**config.mk**
```make
export PLATFORM = sky130hd
export DESIGN_NAME = sarray_tinst_seq
export DESIGN_NICKNAME = d
export VERILOG_FILES = /design/src/rtl/sarray_tinst_seq.sv
export SDC_FILE = /design/constraint.sdc
export NUM_CORES = 1
export LEC_CHECK = 0
export CAP_MARGIN = 20
export CORE_AREA = 2 2 488 490
export CTS_BUF_LIST = sky130_fd_sc_hd__clkbuf_2 sky130_fd_sc_hd__clkbuf_4 sky130_fd_sc_hd__clkbuf_8
export DETAILED_ROUTE_END_ITERATION = 10
export DIE_AREA = 0 0 490 492
export SLEW_MARGIN = 5
export SYNTH_ARGS = -nofsm -noshare
export SYNTH_HDL_FRONTEND = slang
export SYNTH_SLANG_ARGS = --single-unit
```
**constraint.sdc**
```tcl
create_clock -name clk -period 3.8 [get_ports clk]
set_clock_uncertainty 0.15 [all_clocks]
set_input_delay 1.14 -clock clk [delete_from_list [all_inputs] [get_ports clk]]
set_output_delay 1.14 -clock clk [all_outputs]
set_load 0.005 [all_outputs]
```
**src/rtl/sarray_tinst_seq.sv**
```systemverilog
// Tile-instruction sequencer for the systolic array.
// Loads (TMMA/PRELOADA/PRELOADC) issue AR bursts with a bounded number of
// outstanding reads and forward returned beats to the shift-register front end.
// STOREC drains array bottom-out beats onto the AW channel.
module sarray_tinst_seq #(
  parameter int unsigned ADDR_W     = 64,
  parameter int unsigned DATA_W     = 256,
  parameter int unsigned MAX_BEATS  = 64,
  parameter int unsigned STRIDE     = 256,
  parameter int unsigned MAX_OUTSTD = 4
) (
  input  logic                          clk,
  input  logic                          rst,
  // instruction port
  input  logic                          tinst_valid_i,
  output logic                          tinst_ready_o,
  input  logic [1:0]                    tinst_type_i,
  input  logic [ADDR_W-1:0]             tinst_addr_i,
  input  logic [$clog2(MAX_BEATS)-1:0]  tinst_len_i,
  // read address channel
  output logic                          ar_valid_o,
  input  logic                          ar_ready_i,
  output logic [ADDR_W-1:0]             ar_addr_o,
  // read data channel
  input  logic                          r_valid_i,
  output logic                          r_ready_o,
  input  logic [DATA_W-1:0]             r_data_i,
  // forwarded load beats
  output logic                          beat_valid_o,
  output logic [1:0]                    beat_type_o,
  output logic [$clog2(MAX_BEATS)-1:0]  beat_cnt_o,
  output logic [DATA_W-1:0]             beat_data_o,
  output logic                          abuf_id_o,
  // array bottom-out data
  input  logic                          store_valid_i,
  output logic                          store_ready_o,
  input  logic [DATA_W-1:0]             store_data_i,
  // write channel
  output logic                          aw_valid_o,
  input  logic                          aw_ready_i,
  output logic [ADDR_W-1:0]             aw_addr_o,
  output logic [DATA_W-1:0]             aw_data_o,
  // status
  output logic                          busy_o,
  output logic                          done_o
);

  localparam int unsigned CNT_W = $clog2(MAX_BEATS);
  localparam int unsigned OUT_W = $clog2(MAX_OUTSTD + 1);

  localparam logic [1:0] T_TMMA     = 2'd0;
  localparam logic [1:0] T_PRELOADA = 2'd1;
  localparam logic [1:0] T_PRELOADC = 2'd2;
  localparam logic [1:0] T_STOREC   = 2'd3;

  typedef enum logic [1:0] {
    S_IDLE  = 2'd0,
    S_LOAD  = 2'd1,
    S_STORE = 2'd2
  } state_t;

  state_t             state;
  logic [1:0]         typ;
  logic [ADDR_W-1:0]  base;
  logic [CNT_W-1:0]   len;
  logic [CNT_W:0]     ar_cnt;   // one extra bit so len=MAX_BEATS-1 cannot alias
  logic [CNT_W-1:0]   r_cnt;
  logic [CNT_W-1:0]   w_cnt;
  logic [OUT_W-1:0]   outstd;
  logic [OUT_W-1:0]   outstd_nxt;
  logic               abuf_id;
  logic               done;

  logic is_idle;
  logic is_load;
  logic is_store;
  logic ar_more;
  logic ar_room;
  logic tinst_hs;
  logic ar_hs;
  logic r_hs;
  logic aw_hs;
  logic r_last;
  logic w_last;

  // State decode and handshake qualifiers
  assign is_idle  = (state == S_IDLE);
  assign is_load  = (state == S_LOAD);
  assign is_store = (state == S_STORE);

  assign ar_more  = (ar_cnt <= {1'b0, len});
  assign ar_room  = (outstd < OUT_W'(MAX_OUTSTD));

  assign tinst_hs = is_idle & tinst_valid_i;
  assign ar_hs    = ar_valid_o & ar_ready_i;
  assign r_hs     = r_valid_i & r_ready_o;
  assign aw_hs    = aw_valid_o & aw_ready_i;
  assign r_last   = r_hs & (r_cnt == len);
  assign w_last   = aw_hs & (w_cnt == len);

  // Instruction port and load-side channel outputs
  assign tinst_ready_o = is_idle;
  assign ar_valid_o    = is_load & ar_more & ar_room;
  assign ar_addr_o     = base + ADDR_W'(ar_cnt) * ADDR_W'(STRIDE);
  assign r_ready_o     = is_load;

  // Beats are forwarded in the same cycle they are accepted from R
  assign beat_valid_o  = r_hs;
  assign beat_type_o   = typ;
  assign beat_cnt_o    = r_cnt;
  assign beat_data_o   = r_data_i;
  assign abuf_id_o     = abuf_id;

  // Store path passes bottom-out beats straight through to AW while in STORE
  assign aw_valid_o    = is_store & store_valid_i;
  assign store_ready_o = is_store & aw_ready_i;
  assign aw_data_o     = store_data_i;
  assign aw_addr_o     = base + ADDR_W'(w_cnt) * ADDR_W'(STRIDE);

  assign busy_o        = ~is_idle;
  assign done_o        = done;

  // Outstanding-read count: simultaneous AR and R handshakes cancel
  always_comb begin
    outstd_nxt = outstd;
    case ({ar_hs, r_hs})
      2'b10:   outstd_nxt = outstd + OUT_W'(1);
      2'b01:   outstd_nxt = outstd - OUT_W'(1);
      default: outstd_nxt = outstd;
    endcase
  end

  // Sequencer FSM with instruction latch, beat counters and completion pulse
  always_ff @(posedge clk) begin
    if (rst) begin
      state   <= S_IDLE;
      typ     <= T_TMMA;
      base    <= '0;
      len     <= '0;
      ar_cnt  <= '0;
      r_cnt   <= '0;
      w_cnt   <= '0;
      outstd  <= '0;
      abuf_id <= 1'b0;
      done    <= 1'b0;
    end else begin
      done <= 1'b0;
      case (state)
        S_IDLE: begin
          if (tinst_hs) begin
            typ    <= tinst_type_i;
            base   <= tinst_addr_i;
            len    <= tinst_len_i;
            ar_cnt <= '0;
            r_cnt  <= '0;
            w_cnt  <= '0;
            outstd <= '0;
            if (tinst_type_i == T_PRELOADA) begin
              abuf_id <= ~abuf_id;
            end
            if (tinst_type_i == T_STOREC) begin
              state <= S_STORE;
            end else begin
              state <= S_LOAD;
            end
          end
        end
        S_LOAD: begin
          if (ar_hs) begin
            ar_cnt <= ar_cnt + (CNT_W + 1)'(1);
          end
          if (r_hs) begin
            r_cnt <= r_cnt + CNT_W'(1);
          end
          outstd <= outstd_nxt;
          if (r_last) begin
            state <= S_IDLE;
            done  <= 1'b1;
          end
        end
        S_STORE: begin
          if (aw_hs) begin
            w_cnt <= w_cnt + CNT_W'(1);
          end
          if (w_last) begin
            state <= S_IDLE;
            done  <= 1'b1;
          end
        end
        default: begin
          state <= S_IDLE;
        end
      endcase
    end
  end

  // PRELOADC shares the load datapath; the type is only carried on beat_type_o
  logic unused_types;
  assign unused_types = (T_PRELOADC == typ);

endmodule

```
**Word level (Yosys, flattened, before mapping)**

Index checks and enable logic that the tools add are counted.

- Flip-flop bits (word level): 98
- Bits in latches: 0
- RAM bits: 0
- Memory bits (read-only): 0
- Output and inout bits: 657
- Word-level logic and storage cells: 75
- Memories kept: 0

- $add $sub $neg: 7
- $mul: 0
- Divide/modulo/power cells: 0
- Magnitude comparators: 2
- Eq/ne operators: 15
- Shifts and indexed selects: 0
- Muxes and demuxes: 19
- Bitwise gates (word level): 12
- Reduce and logical (&&, ||, !) cells: 10

Operators by type and width:

| cell | number |
|---|---|
| adder 64 x 14 -> 64 bit | 1 |
| adder 64 x 15 -> 64 bit | 1 |
| one-hot mux 6 bit (2 select lines) | 2 |
| 2-to-1 mux 6 bit | 3 |
| AND reduction 3 bit | 6 |
| 2-to-1 mux 7 bit | 2 |
| one-hot mux 7 bit (2 select lines) | 1 |
| adder 6 x 1 -> 6 bit (second input constant) | 2 |
| == test 6 bit | 2 |
| inequality test 2 x 1 -> 1 bit (second input constant) | 6 |
| one-hot mux 3 bit (2 select lines) | 2 |
| AND 1 bit | 10 |
| 2-to-1 mux 2 bit | 4 |
| adder 7 x 1 -> 7 bit (second input constant) | 1 |
| less-or-equal comparator 7 x 6 -> 1 bit | 1 |
| == test 2 x 1 -> 1 bit (second input constant) | 3 |
| == test 2 bit (second input constant) | 3 |
| one-hot mux 2 bit (3 select lines) | 1 |
| nonzero test 2 bit | 2 |
| adder 3 x 1 -> 3 bit (second input constant) | 1 |
| < comparator 3 bit (second input constant) | 1 |
| 2-to-1 mux 3 bit | 1 |
| inequality test 3 x 1 -> 1 bit (second input constant) | 1 |
| subtractor 3 x 1 -> 3 bit (second input constant) | 1 |
| other kinds (5) | 7 |

**Logic depth before layout (Yosys ltp)**

- Word-level depth: 7
- Depth in mapped cells: 12

**Worst setup path after synthesis**

No wires, ideal clock.

- Kind: flip-flop to output port
- Start point: register w_cnt[0]
- End point: output port aw_addr_o[58]
- Arrival: 2354 ps
- Setup slack: 156 ps
- Cell stages (with the launch flop): 10
- Cells stage by stage: dfxtp_1 > ha_1 > inv_1 > fa_1 > nor2b_1 > o31a_1 > o21a_1 > o2111ai_1 > nor4_1 > xor2_1

- Word-level cells in the longest chain between the ends: 1

RTL lines:

| what | line | RTL |
|---|---|---|
| start, declared | 68 | `logic [CNT_W-1:0] w_cnt;` |
| start signal, assigned | 183 | `w_cnt <= w_cnt + CNT_W'(1);` |
| adder 64 x 14 -> 64 bit | 118 | `assign aw_addr_o = base + ADDR_W'(w_cnt) * ADDR_W'(STRIDE);` |
| end, declared | 41 | `output logic [ADDR_W-1:0] aw_addr_o,` |

No other way between the ends.

**Final worst setup path**

- Start point: register base[22]
- End point: output port ar_addr_o[60]

- Word-level cells in the longest chain between the ends: 1

RTL lines:

| what | line | RTL |
|---|---|---|
| start, declared | 64 | `logic [ADDR_W-1:0] base;` |
| start signal, assigned | 152 | `base <= tinst_addr_i;` |
| adder 64 x 15 -> 64 bit | 104 | `assign ar_addr_o = base + ADDR_W'(ar_cnt) * ADDR_W'(STRIDE);` |
| end, declared | 23 | `output logic [ADDR_W-1:0] ar_addr_o,` |

No other way between the ends.

==> results <==
-- registers in the layout, summed over array words and instances (netlist names) --
| name | count |
|---|---|
| beat_cnt_o | 6 |
| w_cnt | 6 |
| beat_type_o | 2 |
| len | 6 |
| state | 2 |
| abuf_id_o | 1 |
| done_o | 1 |
| outstd | 3 |
| base | 64 |
| ar_cnt | 7 |
-- Yosys cell counts, types with 2 or more instances --
master     number  area share [%]
dfxtp_1        98              19
nand3_1        34             1.6
or2_2           8            0.48
xor2_1         67             5.6
buf_4         528              38
inv_1          24            0.86
and3_1          9            0.54
o31a_1          2            0.17
o21ai_0        10            0.48
nor4_1          7            0.42
nor3_1         11            0.52
nand4b_1        2            0.17
and4_1          6            0.50
ha_1           26             3.1
nor2b_1         3            0.18
a31oi_1         3            0.18
a21o_1          3            0.21
and2_1          7            0.42
mux2i_1         5            0.48
o41ai_1         2            0.17
nand4_1        19             1.1
buf_2           3            0.14
nand3b_1        2            0.14
or3_1           6            0.36
a21oi_1        88             4.2
xnor2_1        63             5.2
o2111ai_1       5            0.42
fa_1            2            0.38
nand2b_1        4            0.24
o21a_1          7            0.50
or4_1           8            0.57
a211oi_1        3            0.21
nand2_1       190             6.8
a211o_1         2            0.17
o211ai_1        4            0.29
clkbuf_1       50             1.8
nor2_1        100             3.6
nor3b_1         3            0.21
-- power by group --
part	internal (mW)	switching [mW]	leakage (nW)
Clock	0.262	0.548	0.103
Sequential	1.12	0.0865	0.813
Combinational	0.715	0.878	5.33
-- critical path, delay by kind of cell (launching register included) --
family / cells / cell delay, ps
and+or+nand+nor: 5 / 2110
DFF: 1 / 350
buffers and inverters: 2 / 250
xor gates and xnor gates: 1 / 190
-- worst min path at each step --
stage | start | to | slack (ps) | depth (start not counted)
final | beat_type_o[1] | beat_type_o[1] | 320 | 2
after global routing | beat_type_o[1] | beat_type_o[1] | 340 | 2
after CTS | beat_type_o[1] | beat_type_o[1] | 320 | 2
after detailed placement | beat_type_o[1] | beat_type_o[1] | 300 | 2
after global placement | beat_type_o[1] | beat_type_o[1] | 300 | 2
after floorplan | outstd[2] | outstd[2] | 290 | 2
-- cells by family after synthesis --
logic type / count (synthesis) / synth area share, %
buf+inv: 606 / 40.5
mux: 6 / 0.583
simple gates: 425 / 18.5
compound gates: 135 / 7.40
flops: 98 / 18.7
fa+ha+maj: 28 / 3.48
xor+xnor: 130 / 10.8
-- final cells by class --
class	instances	area [sq um]	area share, %
Multi-Input combinational cell	724	6000	34.6
Timing Repair Buffer	527	5070	29.2
Tap cell	3167	3960	22.8
Sequential cell	98	2010	11.6
Clock buffer	9	124	0.714
Inverter	24	90.1	0.519
Clock inverter	7	81.3	0.469
Antenna cell	10	25.0	0.144
-- cells in the final DEF, fill, tap and decap left out, drive strengths merged, types with 3 or more instances in the layout --
cell type      instances
nand3                 34
and2                   7
a21oi                 88
nand2b                 4
a211oi                 3
and4                   6
or4                    9
and3                   9
nand4                 20
o21a                   7
o2111ai                5
a31oi                  3
clkinv                 4
nand2                190
buf                  404
diode                 10
inv                   27
nor3                  11
xor2                  67
nor3b                  3
a21o                   3
nor2b                  3
clkbuf                15
dfxtp                 98
o211ai                 4
nor4                   8
clkdlybuf4s50        113
o21ai                 11
or3                    7
or2                    9
mux2i                  5
nor2                 100
ha                    26
xnor2                 63
-- repair_timing --
item	in CTS	in global routing
setup endpoints to repair	106	101
gates cloned	0	0
pin swaps	108	86
endpoints found under the hold margin	0	0
resized for setup	710	129
setup buffers	84	46
-- per-layer routing --
layer	up-vias	global-route usage [%]	share of wire, %
met5	-	0.913	0.30
met4	34	8.83	8.7
met3	461	20.4	32
met2	1081	21.8	46
met1	4469	4.55	13
li1	3975	-	-
==> metrics.cfg <==
[critical_path]
worst-r2r-cell-count=11
critPathMaxStageDelay_ps=670
worst_setup_path_endpoint=ar_addr_o[60]
reg2reg_end=outstd[2]
timing.critical_path.from=base[22]
cp_data_required_time_ps=2510
critical_path.most_common_cell=or4_4
critical_path_arrival_ps=3420
critical_path.slowest_cell=or4_4
critPathMaxFanout=2
regToRegSetupSlack_ps=880
crit-reg2reg-launch=ar_cnt[4]
worst-setup-path-type=reg2out
start_kind=flip-flop
worstSetupEndpointType=output pin
worstPathCellList=and4_4 > buf_8 > nand4_1 > or4_4 > or4_4 > nor2_4 > xor2_2 > buf_6

[place]
place_worst_setup_slack_ps=-1560
numPortBuffers=223
hpwl_microns=153000
dp_cells=4439
place_congestion=0.861
placedInstanceArea_sq_mm=0.0145

[sta]
worstMarginPinSlew_ps=746
fin_tns_setup_ps=-39530
maxSlewHeadroom_pct=50.1
fin_ws_ps=-908
setup_viol=99
finalCritPeriodShare_pct=124
finalHoldViolations=0
maxSlewViolCount=0
finalHoldWorstSlack_ps=316
achievable-frequency_ghz=0.212
timing.final.crit_period_ps=4710
grt_setup_unrepaired=yes

[logic_synthesis]
synth-async-reset-ratio_pct=0
synth-seq-cells=98
sequential_cell_area_fraction_in_the_yosys_report_pct=18.7
ys.warnings.count=0
ys_dominant_reg_cell=dfxtp_1
syn_area_sq_mm=0.0105
synth_nets=2047
synth_edf_count=0
netlist-cell-type-count=52
synth_cells=1428
synth.avg_cell_area_sq_um=7.36

[global_routing]
grt_antenna_before_repair=29
grt_pass1_vias=9994
largest_net_degree_at_the_start_of_global_routing=44
grt_pass1_wl_microns=187000
all_layer_global_routing_usage_pct=13.2
globalRoute.totalOverflow=0

[cts]
root_buffer=clkbuf_8
cts_max_level=3
cts_hold_buffers=0
cts.sink_count=98
cts-root-to-sink-buffers=2
clk-insertion-delay-late_ps=480
cts_tree=done
numCtsBuffers=9
clk_pin_slew_ps=130

[detailed_routing]
viasPerCell=2.19
vias=10000
drt-total-wl_microns=165000
ant_nets=0
drt_iter0_drc=616
route.detailed.wl_per_inst_microns=36.2
detail_route.first_pass.iterations=5
drt_drc_violations_left=0

[die]
die_h_microns=492
floorplan.die.width_microns=490
die-area_sq_mm=0.241
num_io_pins=1248
floorplan.initialDensity_pct=4.45
placementRows=179
floorplan.core_area_sq_mm=0.236

[layout]
number_of_non_filler_instances_in_the_completed_layout=4566
area_grow_syn2layout_pct=65.1
fillerInstances=27500
share_of_cells_above_drive_strength_1_pct=48.2
post-route-cell-area_sq_mm=0.0174
postLayoutCoreUtil_pct=7.35
layout.nets=2003

[pwr]
power_per_cell_area_mw_per_mm2=208
cellLeakagePower_nw=6.25
worst_ir_drop_vdd_uv=147
total_power_consumption_of_the_routed_design_mw=3.61

[flow_run]
maxCapViolations=0

[run_status]
violated_checks=negative setup slack
status=finished, violations left

[hold_path]
worstHoldPathType=reg2reg

Power figures use the tool's default switching activity.
